===== config.mk =====
export PLATFORM = sky130hd
export DESIGN_NAME = fmul_hp_arbiter
export DESIGN_NICKNAME = d
export VERILOG_FILES = /design/src/rtl/fp_hp_pkg.sv /design/src/rtl/FMul_HalfPrecision.sv /design/src/rtl/fmul_hp_arbiter.sv
export SDC_FILE = /design/constraint.sdc
export NUM_CORES = 1
export LEC_CHECK = 0
export CAP_MARGIN = 20
export CORE_ASPECT_RATIO = 0.7
export CORE_MARGIN = 5
export CORE_UTILIZATION = 40
export DETAILED_ROUTE_END_ITERATION = 16
export HOLD_SLACK_MARGIN = 0.03
export SLEW_MARGIN = 10
export SYNTH_ARGS = -nofsm -noshare
export SYNTH_HDL_FRONTEND = slang
export SYNTH_SLANG_ARGS = --single-unit

===== constraint.sdc =====
create_clock -name clk -period 6.8 [get_ports clk]
set_clock_uncertainty 0.15 [all_clocks]
set_input_delay 1.36 -clock clk [delete_from_list [all_inputs] [get_ports clk]]
set_output_delay 1.36 -clock clk [all_outputs]
set_load 0.005 [all_outputs]

===== src/rtl/fp_hp_pkg.sv =====
// Shared half-precision constants, operand layout and arbiter FSM state encoding.
package fp_hp_pkg;

  localparam int unsigned EXP_W = 5;
  localparam int unsigned MAN_W = 10;
  localparam int unsigned W     = 1 + EXP_W + MAN_W;
  localparam int unsigned BIAS  = 15;

  typedef struct packed {
    logic             sign;
    logic [EXP_W-1:0] exponent;
    logic [MAN_W-1:0] mantissa;
  } fp16_t;

  typedef enum logic [1:0] {
    IDLE,
    CALC,
    RESP
  } state_t;

endpackage


===== src/rtl/FMul_HalfPrecision.sv =====
// Combinational half-precision multiplier: implicit-one significand product, truncating
// normalisation, and exponent overflow/underflow flags.
module FMul_HalfPrecision #(
  parameter int unsigned EXP_W = 5,
  parameter int unsigned MAN_W = 10
) (
  input  logic             sign1,
  input  logic [EXP_W-1:0] exp1,
  input  logic [MAN_W-1:0] man1,
  input  logic             sign2,
  input  logic [EXP_W-1:0] exp2,
  input  logic [MAN_W-1:0] man2,
  output logic             out_sign,
  output logic [EXP_W-1:0] out_exp,
  output logic [MAN_W-1:0] out_man,
  output logic             overflow,
  output logic             underflow
);

  localparam int unsigned PW   = 2 * (MAN_W + 1);
  localparam int unsigned EW   = EXP_W + 2;
  localparam int unsigned BIAS = (1 << (EXP_W - 1)) - 1;
  localparam int unsigned EMAX = (1 << EXP_W) - 1;

  logic [PW-1:0] prod;
  logic [PW-1:0] prod_n;
  logic          norm;
  logic [EW-1:0] exp_biased;
  logic          unused_bits;

  assign prod   = PW'({1'b1, man1}) * PW'({1'b1, man2});
  assign norm   = prod[PW-1];
  assign prod_n = norm ? prod : (prod << 1);

  // Exponent kept with the bias still added so the range checks stay unsigned.
  assign exp_biased = EW'(exp1) + EW'(exp2) + EW'(norm);

  assign out_sign    = sign1 ^ sign2;
  assign out_man     = prod_n[PW-2 -: MAN_W];
  assign out_exp     = EXP_W'(exp_biased - EW'(BIAS));
  assign overflow    = (exp_biased >= EW'(BIAS + EMAX));
  assign underflow   = (exp_biased <= EW'(BIAS));
  assign unused_bits = ^prod_n[PW-MAN_W-2:0];

endmodule


===== src/rtl/fmul_hp_arbiter.sv =====
// Round-robin arbiter sharing one half-precision multiplier between two requesters,
// returning a tagged, registered result on a single response channel.
module fmul_hp_arbiter #(
  parameter int unsigned EXP_W = 5,
  parameter int unsigned MAN_W = 10
) (
  input  logic                   clk,
  input  logic                   rst_n,
  input  logic [1:0]             req_valid,
  output logic [1:0]             req_ready,
  input  logic [EXP_W+MAN_W:0]   req0_a,
  input  logic [EXP_W+MAN_W:0]   req0_b,
  input  logic [EXP_W+MAN_W:0]   req1_a,
  input  logic [EXP_W+MAN_W:0]   req1_b,
  output logic                   rsp_valid,
  input  logic                   rsp_ready,
  output logic                   rsp_id,
  output logic [EXP_W+MAN_W:0]   rsp_result,
  output logic                   rsp_overflow,
  output logic                   rsp_underflow,
  output logic                   busy
);

  import fp_hp_pkg::*;

  localparam int unsigned OW = 1 + EXP_W + MAN_W;

  state_t          state_q, state_d;
  logic            prio_q, id_q, grant;
  logic            load, capture, drain;
  logic [OW-1:0]   a_q, b_q, res_q;
  logic            ovf_q, unf_q;
  logic            p_sign, p_ovf, p_unf;
  logic [EXP_W-1:0] p_exp;
  logic [MAN_W-1:0] p_man;

  // Next state, grant and register enables.
  always_comb begin
    state_d   = state_q;
    req_ready = 2'b00;
    grant     = 1'b0;
    load      = 1'b0;
    capture   = 1'b0;
    drain     = 1'b0;
    case (state_q)
      IDLE: begin
        grant = (&req_valid) ? prio_q : req_valid[1];
        if (rst_n && (|req_valid)) begin
          req_ready = grant ? 2'b10 : 2'b01;
          load      = 1'b1;
          state_d   = CALC;
        end
      end
      CALC: begin
        capture = 1'b1;
        state_d = RESP;
      end
      RESP: begin
        if (rsp_ready) begin
          drain   = 1'b1;
          state_d = IDLE;
        end
      end
      default: state_d = IDLE;
    endcase
  end

  always_ff @(posedge clk or negedge rst_n) begin
    if (!rst_n) begin
      state_q <= IDLE;
      prio_q  <= 1'b0;
      id_q    <= 1'b0;
      a_q     <= '0;
      b_q     <= '0;
      res_q   <= '0;
      ovf_q   <= 1'b0;
      unf_q   <= 1'b0;
    end else begin
      state_q <= state_d;
      if (load) begin
        id_q <= grant;
        a_q  <= grant ? req1_a : req0_a;
        b_q  <= grant ? req1_b : req0_b;
      end
      if (capture) begin
        res_q <= {p_sign, p_exp, p_man};
        ovf_q <= p_ovf;
        unf_q <= p_unf;
      end
      // Served requester drops to lowest priority.
      if (drain) prio_q <= ~id_q;
    end
  end

  FMul_HalfPrecision #(
    .EXP_W(EXP_W),
    .MAN_W(MAN_W)
  ) u_fmul (
    .sign1    (a_q[OW-1]),
    .exp1     (a_q[OW-2 -: EXP_W]),
    .man1     (a_q[MAN_W-1:0]),
    .sign2    (b_q[OW-1]),
    .exp2     (b_q[OW-2 -: EXP_W]),
    .man2     (b_q[MAN_W-1:0]),
    .out_sign (p_sign),
    .out_exp  (p_exp),
    .out_man  (p_man),
    .overflow (p_ovf),
    .underflow(p_unf)
  );

  assign rsp_valid     = (state_q == RESP);
  assign busy          = (state_q != IDLE);
  assign rsp_id        = id_q;
  assign rsp_result    = res_q;
  assign rsp_overflow  = ovf_q;
  assign rsp_underflow = unf_q;

endmodule


; ---- Yosys cells after proc, flatten, opt, wreduce, memory -nomap -nowiden
; Cells that the tools add are included.
[word_totals]
regBits = 54
inputBits = 69
out_inout_bits = 23
word_cells = 42
[classes]
add_sub_neg = 3
n_mul = 1
order_cmp = 2
n_eq_ne = 4
mux = 16
bitwise = 2
reduce_logical = 6
[op_table]
columns = op, count
row1 = $mux W16, 2
row2 = $mul A11 B11 Y22, 1
row3 = $mux W21, 1
row4 = $mux W2, 5
row5 = $add A6 B1 Y7, 1
row6 = $ge A7 B6 Y1 const B, 1
row7 = $le A7 B4 Y1 const B, 1
row8 = $mux W1, 7
row9 = $add A5 B5 Y6, 1
row10 = $pmux W2 S3, 1
row11 = $sub A5 B4 Y5 const B, 1
row12 = $reduce_and A2 Y1, 2
row13 = $eq A2 B1 Y1 const B, 1
row14 = $eq A2 B2 Y1 const B, 1
row15 = $logic_not A2 Y1, 1
row16 = $ne A2 B1 Y1 const B, 1
row17 = $ne A2 B2 Y1 const B, 1
row18 = $reduce_bool A2 Y1, 1
row19 = $reduce_or A2 Y1, 1
row20 = $logic_and A1 B1 Y1, 1
row21 = $not A1 Y1, 1
row22 = $xor A1 B1 Y1, 1

; ---- Longest topological paths before layout
[logic_depth]
ltp_word = 5
mapped_depth = 30
ltp_nobuf = 29

; ---- Modules after synthesis
; From an unflattened synthesis, not the netlist that was laid out.
[unflattened]
cells_unflattened = 735
hier_area_um2 = 7155.6
[modules_own_cells]
columns = mod, n_inst, cells_each, area_per_inst_um2, seq_area_each_um2
row1 = FMul_HalfPrecision, 1, 518, 4415.5, 0.0
row2 = fmul_hp_arbiter, 1, 217, 2740.1, 1351.3

; ---- Least setup slack after synthesis
; OpenSTA, ideal clock, no wires.
[synth_timing]
path_type = reg2reg
from = reg b_q[9]
to = reg unf_q (netlist: rsp_underflow)
setup_time_ns = 0.117
arrival_ns = 6.400
required_ns = 6.533
slack_ns = 0.132
path_stages_with_launch = 29
n_path_buf = 1
period_less_slack_ns = 6.668
cell_sequence = dfrtp_1 -> clkbuf_1 -> inv_1 -> nor2_1 -> fa_1 -> inv_1 -> fa_1 -> inv_1 -> fa_1 -> fa_1 -> inv_1 -> fa_1 -> inv_1 -> ha_1 -> and3_1 -> a31oi_1 -> a21oi_2 -> nor2_1 -> o21ai_2 -> nand2_1 -> inv_2 -> fa_1 -> fa_1 -> inv_1 -> ha_1 -> nor3_1 -> a21oi_1 -> nand3_1 -> nand2_1
[synth_between]
elab_chain_cells = 3
[synth_rtl]
columns = element, line
row1 = from (decl), fmul_hp_arbiter.sv:31  ; logic [OW-1:0] a_q, b_q, res_q;
row2 = from (signal assigned), fmul_hp_arbiter.sv:83  ; b_q <= grant ? req1_b : req0_b;
row3 = $mul A11 B11 Y22, FMul_HalfPrecision.sv:31  ; assign prod = PW'({1'b1, man1}) * PW'({1'b1, man2});
row4 = $add A6 B1 Y7, FMul_HalfPrecision.sv:36  ; assign exp_biased = EW'(exp1) + EW'(exp2) + EW'(norm);
row5 = $le A7 B4 Y1, FMul_HalfPrecision.sv:42  ; assign underflow = (exp_biased <= EW'(BIAS));
row6 = to (signal assigned), fmul_hp_arbiter.sv:88  ; unf_q <= p_unf;
row7 = to (decl), fmul_hp_arbiter.sv:32  ; logic ovf_q, unf_q;
; Every way passes these cells.
; A chain may end at the register's enable or synchronous reset.

; ---- Final worst setup path
[layout_timing]
from = reg b_q[5]
to = reg ovf_q (netlist: rsp_overflow)
[layout_between]
elab_chain_cells = 3
[layout_rtl]
columns = element, line
row1 = $mul A11 B11 Y22, FMul_HalfPrecision.sv:31
row2 = $add A6 B1 Y7, FMul_HalfPrecision.sv:36
row3 = $ge A7 B6 Y1, FMul_HalfPrecision.sv:41  ; assign overflow = (exp_biased >= EW'(BIAS + EMAX));
row4 = to (signal assigned), fmul_hp_arbiter.sv:87  ; ovf_q <= p_ovf;
row5 = to (decl), fmul_hp_arbiter.sv:32
; Every way passes these cells.

==> metrics.md <==
| Metric | Value |
|---|---|
| EDFF count, synth | 0 |
| Seq/Total Area, Yosys | 0.212 |
| Pre-antenna DRT Iters | 5 |
| Synth area leader | fa_1 |
| Initial core utilization | 0.410 |
| Synth Cell Area | between 0.006 and 0.007 sq mm |
| Async set or reset register ratio after synthesis | 1.00 |
| Area Overhead vs Synth | 24.9% |
| Detailed-route via count | around 5200 |
| CP required | 6.84 ns |
| Total Wirelength | 17700 microns |
| Clock root buffer | clkbuf_16 |
| # rows | 38 |
| DR WL/cell | between 15 and 20 microns |
| Die W | about 160 microns |
| Final hold vios | 0 |
| Fmax | approximately 150 MHz |
| # diodes | 0 |
| Post-Syn Nets | 925 |
| Vias in the first global route | around 5500 |
| CTS sink count | 54 |
| Final setup violating endpoints | 0 |
| Final period utilization | 0.956 |
| Largest cells by area after synthesis | fa_1 25%, dfrtp_1 21%, ha_1 12%, inv_1 7.5%, nand2_1 5.9% |
| DRT iter0 DRCs | 369 |
| Die area | about 0.019 sq mm |
| Yosys reg bits | 54 |
| Setup CP Type | reg2reg |
| Clk_lat worst skew | 0.31 ns |
| Worst setup SP type | flip-flop |
| Setup crit end kind | flip-flop |
| Total core area | between 0.015 and 0.02 sq mm |
| Port Buffers | 91 |
| Vias per cell | 5.12 |
| Main flop type after synthesis | dfrtp_1 |
| Status | completed |
| GP Congestion | 0.892 |
| Synth Area per Inst | slightly below 9 sq um |
| Crit path time final | 6.50 ns |
| Placed cells | 1011 |
| Reg clk slew, reported paths | roughly 0.080 ns |
| Type of the most critical hold path | reg2reg |
| Final nets | 1034 |
| Synth warn | 0 |
| GRT Overall Usage | 0.197 |
| Netlist cell types | 51 |
| Fin. max-slew vios | 0 |
| Layout cell share with drive strength beyond 1 | 0.106 |
| Worst slew pin tran | between 0.9 and 1 ns |
| Top cell type's share of synthesized area | 0.254 |
| RSZ-0062 raised after global routing | true |
| Max-slew headroom | 0.392 |
| Max Cap Viol | 0 |
| Critical path fanouts, max | 12 |
| Die Span Y | about 120 microns |
| Critical Path AT | 6.55 ns |
| Initial antenna violation count | 0 |
| CTS tree | yes |
| H-tree depth | 2 |
| Placed wire-length estimate | roughly 15000 microns |
| Final ANT Viol Nets | 0 |
| Largest net degree at the start of global routing | between 50 and 60 |
| Fin cells | 1023 |
| Gr ovfl total | 0 |
| DRC viols | 0 |
| TritonCTS buffer count | 5 |
| I/O pins | slightly above 90 |
| Clock buffer depth | 2 |
| Post-synthesis cell count | about 710 |
| First-pass GRT wire length | ~30000 microns |
-- stage by stage --
stage / area [sq um] / TNS, ns / hold slack, ns / utilization / setup slack (ns)
2_1_floorplan: 6370 / 0 / 0.310 / - / 0.132
3_3_place_gp: 7710 / 0 / 0.314 / 0.496 / 0.139
3_5_place_dp: 7710 / 0 / 0.329 / 0.496 / 0.0546
4_1_cts: 7860 / 0 / 0.344 / 0.506 / 0.0198
5_1_grt: 7960 / -0.00815 / 0.360 / 0.512 / -0.00815
6_report: 7960 / 0 / 0.341 / 0.512 / 0.298
-- what timing repair did --
item	4_1_cts	5_1_grt
setup endpoints to repair	1	6
resized for setup	1	25
endpoints found under the hold margin	0	0
hold buffers	0	0
setup buffers	0	4
pin swaps	0	7
-- critical path, cell delays in order (launching register included) --
cell	delay, ns
dfrtp_2	0.51
and2_1	0.21
fa_1	0.51
fa_1	0.46
fa_1	0.54
fa_1	0.55
inv_1	0.06
fa_1	0.54
inv_1	0.04
ha_1	0.36
and3_1	0.24
buf_4	0.15
nand4bb_4	0.09
a21oi_2	0.07
nor2_2	0.16
o21ai_2	0.09
nand2_1	0.10
inv_2	0.06
fa_2	0.35
fa_2	0.55
inv_1	0.07
ha_1	0.18
nand2b_1	0.14
a21oi_1	0.14
o31ai_1	0.07
-- registers in the layout (all words and copies together) (netlist names) --
signal	count
a_q	16
prio_q	1
rsp_underflow	1
rsp_id	1
state_q	2
rsp_overflow	1
rsp_result	16
b_q	16
-- Yosys cell counts, types with 15 or more instances --
cell type,count
inv_1,128
o21ai_1,45
fa_1,81
dfrtp_1,54
nor2_1,17
a21oi_1,23
nand2_1,100
ha_1,62
clkbuf_1,31
o221ai_1,15
o22ai_1,17
and2_1,38
-- logic make-up (layout without fill, tap and decap cells) --
| group | after synthesis | after routing | share of synthesized area |
|---|---|---|---|
| adders and majority gates | 143 | 143 | 0.376 |
| muxes | 2 | 2 | 0.00314 |
| xor gates and xnor gates | 15 | 15 | 0.0206 |
| DFF | 54 | 54 | 0.212 |
| AOI/OAI and AO/OA | 147 | 147 | 0.150 |
| and+or+nand+nor | 189 | 189 | 0.141 |
| buffers and inverters | 163 | 273 | 0.0964 |
-- routing by layer --
layer  part of all wire  vias to the layer above  GRT usage
met5                  0                        -          0
met4             0.0068                        0     0.0307
met3              0.066                       14     0.0483
met2               0.42                      168      0.288
met1               0.51                     2521      0.301
li1                   -                     2534          -
-- layout make-up --
class                           instances  area (sq um)
Clock buffer                            5           125
Timing Repair Buffer                  135          1240
Sequential cell                        54          1370
Fill cell                            1439          7580
Clock inverter                          3          23.8
Multi-Input combinational cell        496          4470
Inverter                              130           488
Tap cell                              200           250
-- worst paths after layout --
check | startpoint | to | slack (ns) | cells after the start
max in group asynchronous | rst_n | a_q[7] | 4.76 | 2
hold / removal | rsp_overflow | rsp_overflow | 0.34 | 2
min in group asynchronous | rst_n | rsp_result[10] | 0.74 | 1
setup / recovery | b_q[5] | rsp_overflow | 0.30 | 24
setup reg to reg | b_q[5] | rsp_overflow | 0.30 | 24
hold reg to reg | rsp_overflow | rsp_overflow | 0.34 | 2
-- layout by cell type (no fill, tap or decap), drive strengths merged, types with 6 or more instances in the layout --
cell type	instances
a21o	9
a21oi	24
and2	38
and3	6
buf	45
clkdlybuf4s50	90
dfrtp	54
fa	81
ha	62
inv	131
nand2	100
nand2b	6
nand3	8
nor2	18
o21ai	49
o221ai	15
o22ai	17
xnor2	9
xor2	6
Power is left out: the tool's default activity adds up to more than one toggle a clock period on the data nets, which glitch-free logic cannot reach.
